### config.mk
export PLATFORM = sky130hd
export DESIGN_NAME = handshake_receiver
export DESIGN_NICKNAME = d
export VERILOG_FILES = /design/src/rtl/handshake_receiver.sv
export SDC_FILE = /design/constraint.sdc
export NUM_CORES = 1
export LEC_CHECK = 0
export ABC_AREA = 1
export ABC_CLOCK_PERIOD_IN_PS = 3550
export CAP_MARGIN = 0
export CORE_MARGIN = 2
export CORE_UTILIZATION = 55
export CTS_BUF_LIST = sky130_fd_sc_hd__clkbuf_4
export DETAILED_ROUTE_END_ITERATION = 16
export GPL_ROUTABILITY_DRIVEN = 0
export PLACE_DENSITY_LB_ADDON = 0.1
export SYNTH_ARGS = -nofsm -noshare
export SYNTH_HDL_FRONTEND = slang
export SYNTH_SLANG_ARGS = --single-unit
### constraint.sdc
create_clock -name clk -period 3.55 [get_ports clk]
set_input_delay 0.8875 -clock clk [delete_from_list [all_inputs] [get_ports clk]]
set_output_delay 0.8875 -clock clk [all_outputs]
set_load 0.01 [all_outputs]
### src/rtl/handshake_receiver.sv
// Receiving end of the rdy/ack byte handshake. Each accepted byte goes into a small FIFO.
// Local logic reads the FIFO through a show-ahead port. The sender is stalled while the FIFO is full.
module handshake_receiver #(
  parameter int unsigned DEPTH   = 4,
  parameter int unsigned ACK_LEN = 1,
  parameter int unsigned REL_TO  = 15,
  localparam int unsigned ADDR_W = $clog2(DEPTH)
) (
  input  logic              clk,
  input  logic              rst_n,
  input  logic              rdy_i,
  input  logic [7:0]        data_i,
  output logic              ack_o,
  input  logic              rd_en,
  output logic [7:0]        rd_data,
  output logic              empty,
  output logic              full,
  output logic [ADDR_W:0]   count,
  output logic              proto_err
);

  localparam int unsigned AckW = $clog2(ACK_LEN + 1);
  localparam int unsigned TmoW = $clog2(REL_TO + 2);
  localparam logic [AckW-1:0]   AckLen   = AckW'(ACK_LEN);
  localparam logic [TmoW-1:0]   RelTo    = TmoW'(REL_TO);
  localparam logic [TmoW-1:0]   RelToSat = TmoW'(REL_TO + 1);
  localparam logic [ADDR_W:0]   DepthCnt = (ADDR_W + 1)'(DEPTH);

  typedef enum logic [1:0] {
    StIdle    = 2'b00,
    StAck     = 2'b01,
    StRelease = 2'b10
  } state_e;

  state_e            state_q, state_d;
  logic              ack_q, ack_d;
  logic [AckW-1:0]   ack_cnt_q, ack_cnt_d;
  logic [TmoW-1:0]   tmo_q, tmo_d;
  logic [ADDR_W-1:0] wr_ptr_q, wr_ptr_d;
  logic [ADDR_W-1:0] rd_ptr_q, rd_ptr_d;
  logic [ADDR_W:0]   count_q, count_d;
  logic [7:0]        mem_q [DEPTH];
  logic              push, pop;

  // Full/empty derive only from the registered count, so rd_en never gates this cycle's push.
  assign full    = (count_q == DepthCnt);
  assign empty   = (count_q == '0);
  assign count   = count_q;
  assign ack_o   = ack_q;
  assign pop     = rd_en && !empty;
  assign rd_data = empty ? 8'd0 : mem_q[rd_ptr_q];

  always_comb begin
    state_d   = state_q;
    ack_d     = ack_q;
    ack_cnt_d = ack_cnt_q;
    tmo_d     = tmo_q;
    push      = 1'b0;
    proto_err = 1'b0;
    case (state_q)
      StIdle: begin
        ack_d = 1'b0;
        if (rdy_i && !full) begin
          push      = 1'b1;
          ack_d     = 1'b1;
          ack_cnt_d = AckW'(1);
          state_d   = StAck;
        end
      end
      StAck: begin
        if (!rdy_i) begin
          proto_err = 1'b1;
          ack_d     = 1'b0;
          state_d   = StIdle;
        end else if (ack_cnt_q == AckLen) begin
          ack_d   = 1'b0;
          tmo_d   = '0;
          state_d = StRelease;
        end else begin
          ack_cnt_d = ack_cnt_q + AckW'(1);
        end
      end
      StRelease: begin
        ack_d = 1'b0;
        if (!rdy_i) begin
          state_d = StIdle;
        end else begin
          // Saturating one past the limit keeps the timeout to a single pulse.
          if (tmo_q == RelTo) proto_err = 1'b1;
          if (tmo_q != RelToSat) tmo_d = tmo_q + TmoW'(1);
        end
      end
      default: begin
        state_d = StIdle;
        ack_d   = 1'b0;
      end
    endcase
  end

  always_comb begin
    wr_ptr_d = push ? wr_ptr_q + ADDR_W'(1) : wr_ptr_q;
    rd_ptr_d = pop  ? rd_ptr_q + ADDR_W'(1) : rd_ptr_q;
    count_d  = count_q;
    case ({push, pop})
      2'b10:   count_d = count_q + (ADDR_W + 1)'(1);
      2'b01:   count_d = count_q - (ADDR_W + 1)'(1);
      default: count_d = count_q;
    endcase
  end

  always_ff @(posedge clk or negedge rst_n) begin
    if (!rst_n) begin
      state_q   <= StIdle;
      ack_q     <= 1'b0;
      ack_cnt_q <= '0;
      tmo_q     <= '0;
      wr_ptr_q  <= '0;
      rd_ptr_q  <= '0;
      count_q   <= '0;
    end else begin
      state_q   <= state_d;
      ack_q     <= ack_d;
      ack_cnt_q <= ack_cnt_d;
      tmo_q     <= tmo_d;
      wr_ptr_q  <= wr_ptr_d;
      rd_ptr_q  <= rd_ptr_d;
      count_q   <= count_d;
    end
  end

  // Storage needs no reset; empty masks stale entries.
  always_ff @(posedge clk) begin
    if (push) mem_q[wr_ptr_q] <= data_i;
  end

endmodule

* Yosys cells after proc, flatten, opt, wreduce, memory -nomap -nowiden
Memory sizes are Yosys's and may differ from the RTL's.
Index checks and enable logic that the tools add are counted.
** Cells by class
- $add $sub $neg :: 6
- Equal/unequal tests :: 14
- Mux-type cells :: 27
- Reduce and logical (&&, ||, !) cells :: 12
** Operators by type and width (count)
- 2-to-1 mux 5 bit :: 4
- 2-to-1 mux 1 bit :: 12
- inequality test 2 bit, second input constant :: 6
- one-hot mux 5 bit (2 select lines) :: 1
- 2-to-1 mux 2 bit :: 4
- 2-to-1 mux 8 bit :: 1
- one-hot mux 1 bit (2 select lines) :: 3
- one-hot mux 2 bit (3 select lines) :: 1
- one-hot mux 3 bit (2 select lines) :: 1
- AND reduction 3 bit :: 2
- nonzero test 2 bit :: 3
- adder 5 x 1 -> 5 bit, second input constant :: 1
- equality test 5 x 4 -> 1 bit, second input constant :: 1
- inequality test 5 bit, second input constant :: 1
- AND reduction 5 bit :: 1
- adder 2 x 1 -> 2 bit, second input constant :: 2
- equality test 2 x 1 -> 1 bit, second input constant :: 2
- equality test 2 bit, second input constant :: 2
- adder 3 x 1 -> 3 bit, second input constant :: 1
- equality test 3 bit, second input constant :: 1
- logical NOT 3 bit :: 1
- inequality test 3 bit, second input constant :: 1
- subtractor 3 x 1 -> 3 bit, second input constant :: 1
- logical AND 1 bit :: 2
- 3 further kinds :: 4
** Storage, ports and cells
- Register bits after elaboration :: 16
- Bits in writable memories :: 32
- Output and inout port bits :: 15
- Memories :: 1
** Memories
- mem_q :: words 4, bits a word 8, read ports 1, clocked after Yosys merged registers in 0, write ports 1, line 42 : logic [7:0] mem_q [DEPTH];

* Longest topological paths before layout
Gate-level depths: netlist of run 1.
- Depth in word-level cells :: 7
- Mapped depth :: 10

* Worst setup path after synthesis of run 1
OpenSTA, ideal clock, no wires.
- Kind :: input port to output port
- Start point :: input port rdy_i
- End point :: output port proto_err
- Data arrival time :: 1.389 ns
- Data required time :: 2.663 ns
- Slack :: 1.274 ns
- Cell stages on the path :: 4
- Buffers on the path :: 1
- Path through :: buf_6 inv_1 nand2_1 a21boi_0
** On the way
- Cells in the longest elaborated chain, start to end :: 2
- Elaborated cells on any way between the ends :: 3
- Classes of those cells :: 3 x mux
** Ends and longest elaborated chain
- start: declaration :: line 11 : input logic rdy_i,
- 2-to-1 mux 1 bit (on tied branches) :: line 85, 71
- one-hot mux 1 bit (2 select lines) (*) :: line 60 : case (state_q)
- end: declaration :: line 19 : output logic proto_err
Mark *: on every way between the ends. The rest lies on a longest branch, timed or not.

* Final worst setup path of run 1
- Start point :: register rd_ptr_q[1]
- End point :: output port rd_data[5]
** On the way
- Cells in the longest elaborated chain, start to end :: 2
** Ends and longest elaborated chain
- start: declaration :: line 40 : logic [ADDR_W-1:0] rd_ptr_q, rd_ptr_d;
- start signal: assignment :: line 126 : rd_ptr_q <= rd_ptr_d;
- memory read (4 x 8 bit)
- 2-to-1 mux 8 bit :: line 51 : assign rd_data = empty ? 8'd0 : mem_q[rd_ptr_q];
- end: declaration :: line 15 : output logic [7:0] rd_data,
No other way between the ends.

==> metrics.cfg, run 1 <==
[setup_path]
path_max_fanout=10
arrival_ns=2.19
critPathMaxStageDelay_ns=0.62
cp-startpoint=rd_ptr_q[1]$_DFFE_PN0P_
path_class=flop to output port
crit_path_cell_trace=inv_1 -> nor2_1 -> o21ai_1 -> a21oi_1 -> clkdlybuf4s50_1
rrSetupSlack_ns=1.63
endpoint_kind=output port
r2r_start=state_q[0]$_DFFE_PN0P_
slowest_stage=dfrtp_1
cp.required_ns=2.66
startpoint_type=flop

[cells_and_area]
area_growth_pct=14.5
final_layout_size_suffix_gt1_frac=0.0736
antenna_cells=0
finalNonFillerCells=308
nets=282

[sta]
slew_headroom=0.507
slew_violations=0
min_period_ns=3.07
worst_pin_slew_ns=0.737
post-route-period-util=0.866
finalSetupViolCount=0
max_clock_freq_ghz=0.325
fin_tns_setup_ns=0
rsz0062_at_grt=no
final_hold_viol_count=0
skew_ns=0.0164

[global_routing]
grt_use_total=0.176
grt_overflow=0
grt_pass1_wl_um=6570
grt_pass1_vias=1427
grt_max_degree=19
antenna_found_initial=0

[floorplan]
core_um2=4030
start_util=0.577
dieHeight_um=69.0
io_pins=27
die_w_um=69.0
fp.dieArea_um2=4760
rows=23

[detailed_routing]
drt-total-wl_um=3910
detail-route-antenna-nets=0
drtIter0Drc=95
highest_layer=met4
viasPerCell=5.07
met3WireLength_um=146
via_count=1562
drc_errors=0
routedLengthMet1_um=1940
met2_length_um=1780
drt_first_pass_iters=4
wl_per_cell_um=12.7

[yosys]
yosysWarnings=0
syn_nets=251
synth_seq_cells=48
netlist_instances=227
synth_area_um2=2320
yosysSeqAreaShare=0.586
ys_types=28
syn_area_per_cell_um2=10.2

[outcome]
status=finished, final reports clean

[min_path]
min-delay-start=tmo_q[4]$_DFFE_PN0P_
hp-class=flop to flop

[clock_tree]
path_clk_slew_ns=0.13
cts-resized-gates=0
cts_max_path_buffers=2
htreeDepth=2
cts_inserted_buffers=5
cts_tree=built
root_buffer=clkbuf_4
cts.sinks=48
cts_setup_buffers=0
clock_latency_ns=0.35
hold_buffers=0

[power]
powerDensity_nw_per_um2=765
p_seq_frac=0.414
vdd_drop_max_mv=0.364
power_leakage_nw=1.11
p_sw_w=0.000795
switching_share=0.390
p_clk_frac=0.112
p_int_w=0.00124
pwr-share-comb=0.474

[placed_design]
place.detailed.hpwl_um=2720
io_buffers=26
dp.cells=301

[run]
maxCapViolations=0

-- area by class of cell --
type	instances	area, um2
timing repair buffer	30	290
multi-input combinational	144	786
sequential	48	1360
fill	332	1370
clock buffer	5	37.5
clock inverter	2	12.5
tap	50	62.6
inverter	29	111
-- cells in the mapped netlist --
cell type | count | area (um2)
a21oi_1 | 9 | 45.0
buf_12 | 1 | 20.0
xor2_1 | 3 | 26.3
inv_1 | 26 | 97.6
dfrtp_1 | 16 | 400
o21ai_4 | 1 | 16.3
o21ai_0 | 9 | 45.0
edfxtp_1 | 32 | 961
nand3_4 | 1 | 17.5
nand3_1 | 7 | 35.0
xnor2_1 | 1 | 8.76
fa_1 | 1 | 20.0
buf_4 | 1 | 7.51
clkinv_1 | 1 | 3.75
ha_1 | 11 | 138
nor2_2 | 2 | 12.5
nor2_1 | 42 | 158
a21boi_0 | 1 | 7.51
inv_4 | 1 | 6.26
nand2_1 | 37 | 139
o21ai_1 | 10 | 50.1
nand2_4 | 2 | 22.5
nor3b_1 | 1 | 7.51
buf_6 | 3 | 33.8
nand4_1 | 5 | 31.3
inv_2 | 1 | 3.75
nand2_2 | 1 | 6.26
buf_2 | 1 | 5.00
-- stage by stage --
step / utilization / setup WS [ns] / total power [W] / cell area, um2 / hold slack, ns
floorplan: - / 1.27 / 0.00148 / 2320 / 0.463
global placement: 0.648 / 0.512 / 0.00181 / 2610 / 0.487
detailed placement: 0.648 / 0.491 / 0.00183 / 2610 / 0.496
CTS: 0.661 / 0.437 / 0.00206 / 2660 / 0.527
global route: 0.661 / 0.279 / 0.00221 / 2660 / 0.547
finish: 0.661 / 0.477 / 0.00204 / 2660 / 0.523
-- metal layers --
metal  vias up  GRT usage
li1        802          -
met1       724      0.254
met2        31      0.257
met3         5     0.0556
met4         0     0.0501
met5         -          0
-- power groups by stage --
stage / clock, W / sequential, W / combinational, W
detailed placement: 0 / 0.000857 / 0.000971
floorplan: 0 / 0.000804 / 0.000679
global route: 0.000267 / 0.000860 / 0.00109
CTS: 0.000241 / 0.000844 / 0.000978
global placement: 0 / 0.000852 / 0.000958
finish: 0.000229 / 0.000842 / 0.000965
-- placed cells by master (no fill, tap or decap), types with 7 or more instances in the layout --
| master | Yosys | routed |
|---|---|---|
| a21oi_1 | 9 | 9 |
| clkdlybuf4s50_1 | 0 | 26 |
| dfrtp_1 | 16 | 16 |
| edfxtp_1 | 32 | 32 |
| ha_1 | 11 | 11 |
| inv_1 | 26 | 26 |
| nand2_1 | 37 | 37 |
| nand3_1 | 7 | 7 |
| nor2_1 | 42 | 42 |
| o21ai_0 | 9 | 9 |
| o21ai_1 | 10 | 10 |
-- state kept, by name (all words and copies together), names as in the netlist --
signal	cells
wr_ptr_q	2
count	3
ack_o	1
state_q	2
mem_q	32
rd_ptr_q	2
tmo_q	5
ack_cnt_q	1
-- final timing paths --
path | endpoint | cells after the start
hold reg to reg | tmo_q[4]$_DFFE_PN0P_ | 2
max in group asynchronous | wr_ptr_q[0]$_DFFE_PN0P_ | 1
min in group asynchronous | count[1]$_DFFE_PN0P_ | 1
hold / removal | tmo_q[4]$_DFFE_PN0P_ | 2
setup reg to reg | count[2]$_DFFE_PN0P_ | 9
setup / recovery | rd_data[5] | 5
-- worst max-delay path, delay by kind of cell (launching register included) --
| kind | cells | cell delay, ns |
|---|---|---|
| flops | 1 | 0.62 |
| buf+inv | 2 | 0.83 |
| simple gates | 1 | 0.14 |
| compound gates | 2 | 0.24 |
-- logic make-up (layout without fill, tap and decap cells) --
family / Yosys count / after routing / share of synthesized area
AO/OA/AOI/OAI: 30 / 30 / 0.0705
XOR/XNOR: 4 / 4 / 0.0151
flip-flops: 48 / 48 / 0.586
AND/OR/NAND/NOR: 98 / 98 / 0.185
buffers and inverters: 35 / 66 / 0.0764
adder cells (fa/ha/maj): 12 / 12 / 0.0678
Power figures use the tool's default switching activity.
==> run 2, diff against run 1 <==
HOLD_SLACK_MARGIN = 0.1   (was unset)
==> results of run 2 <==
Final layout, timing and power as in run 1 (identical DEF).
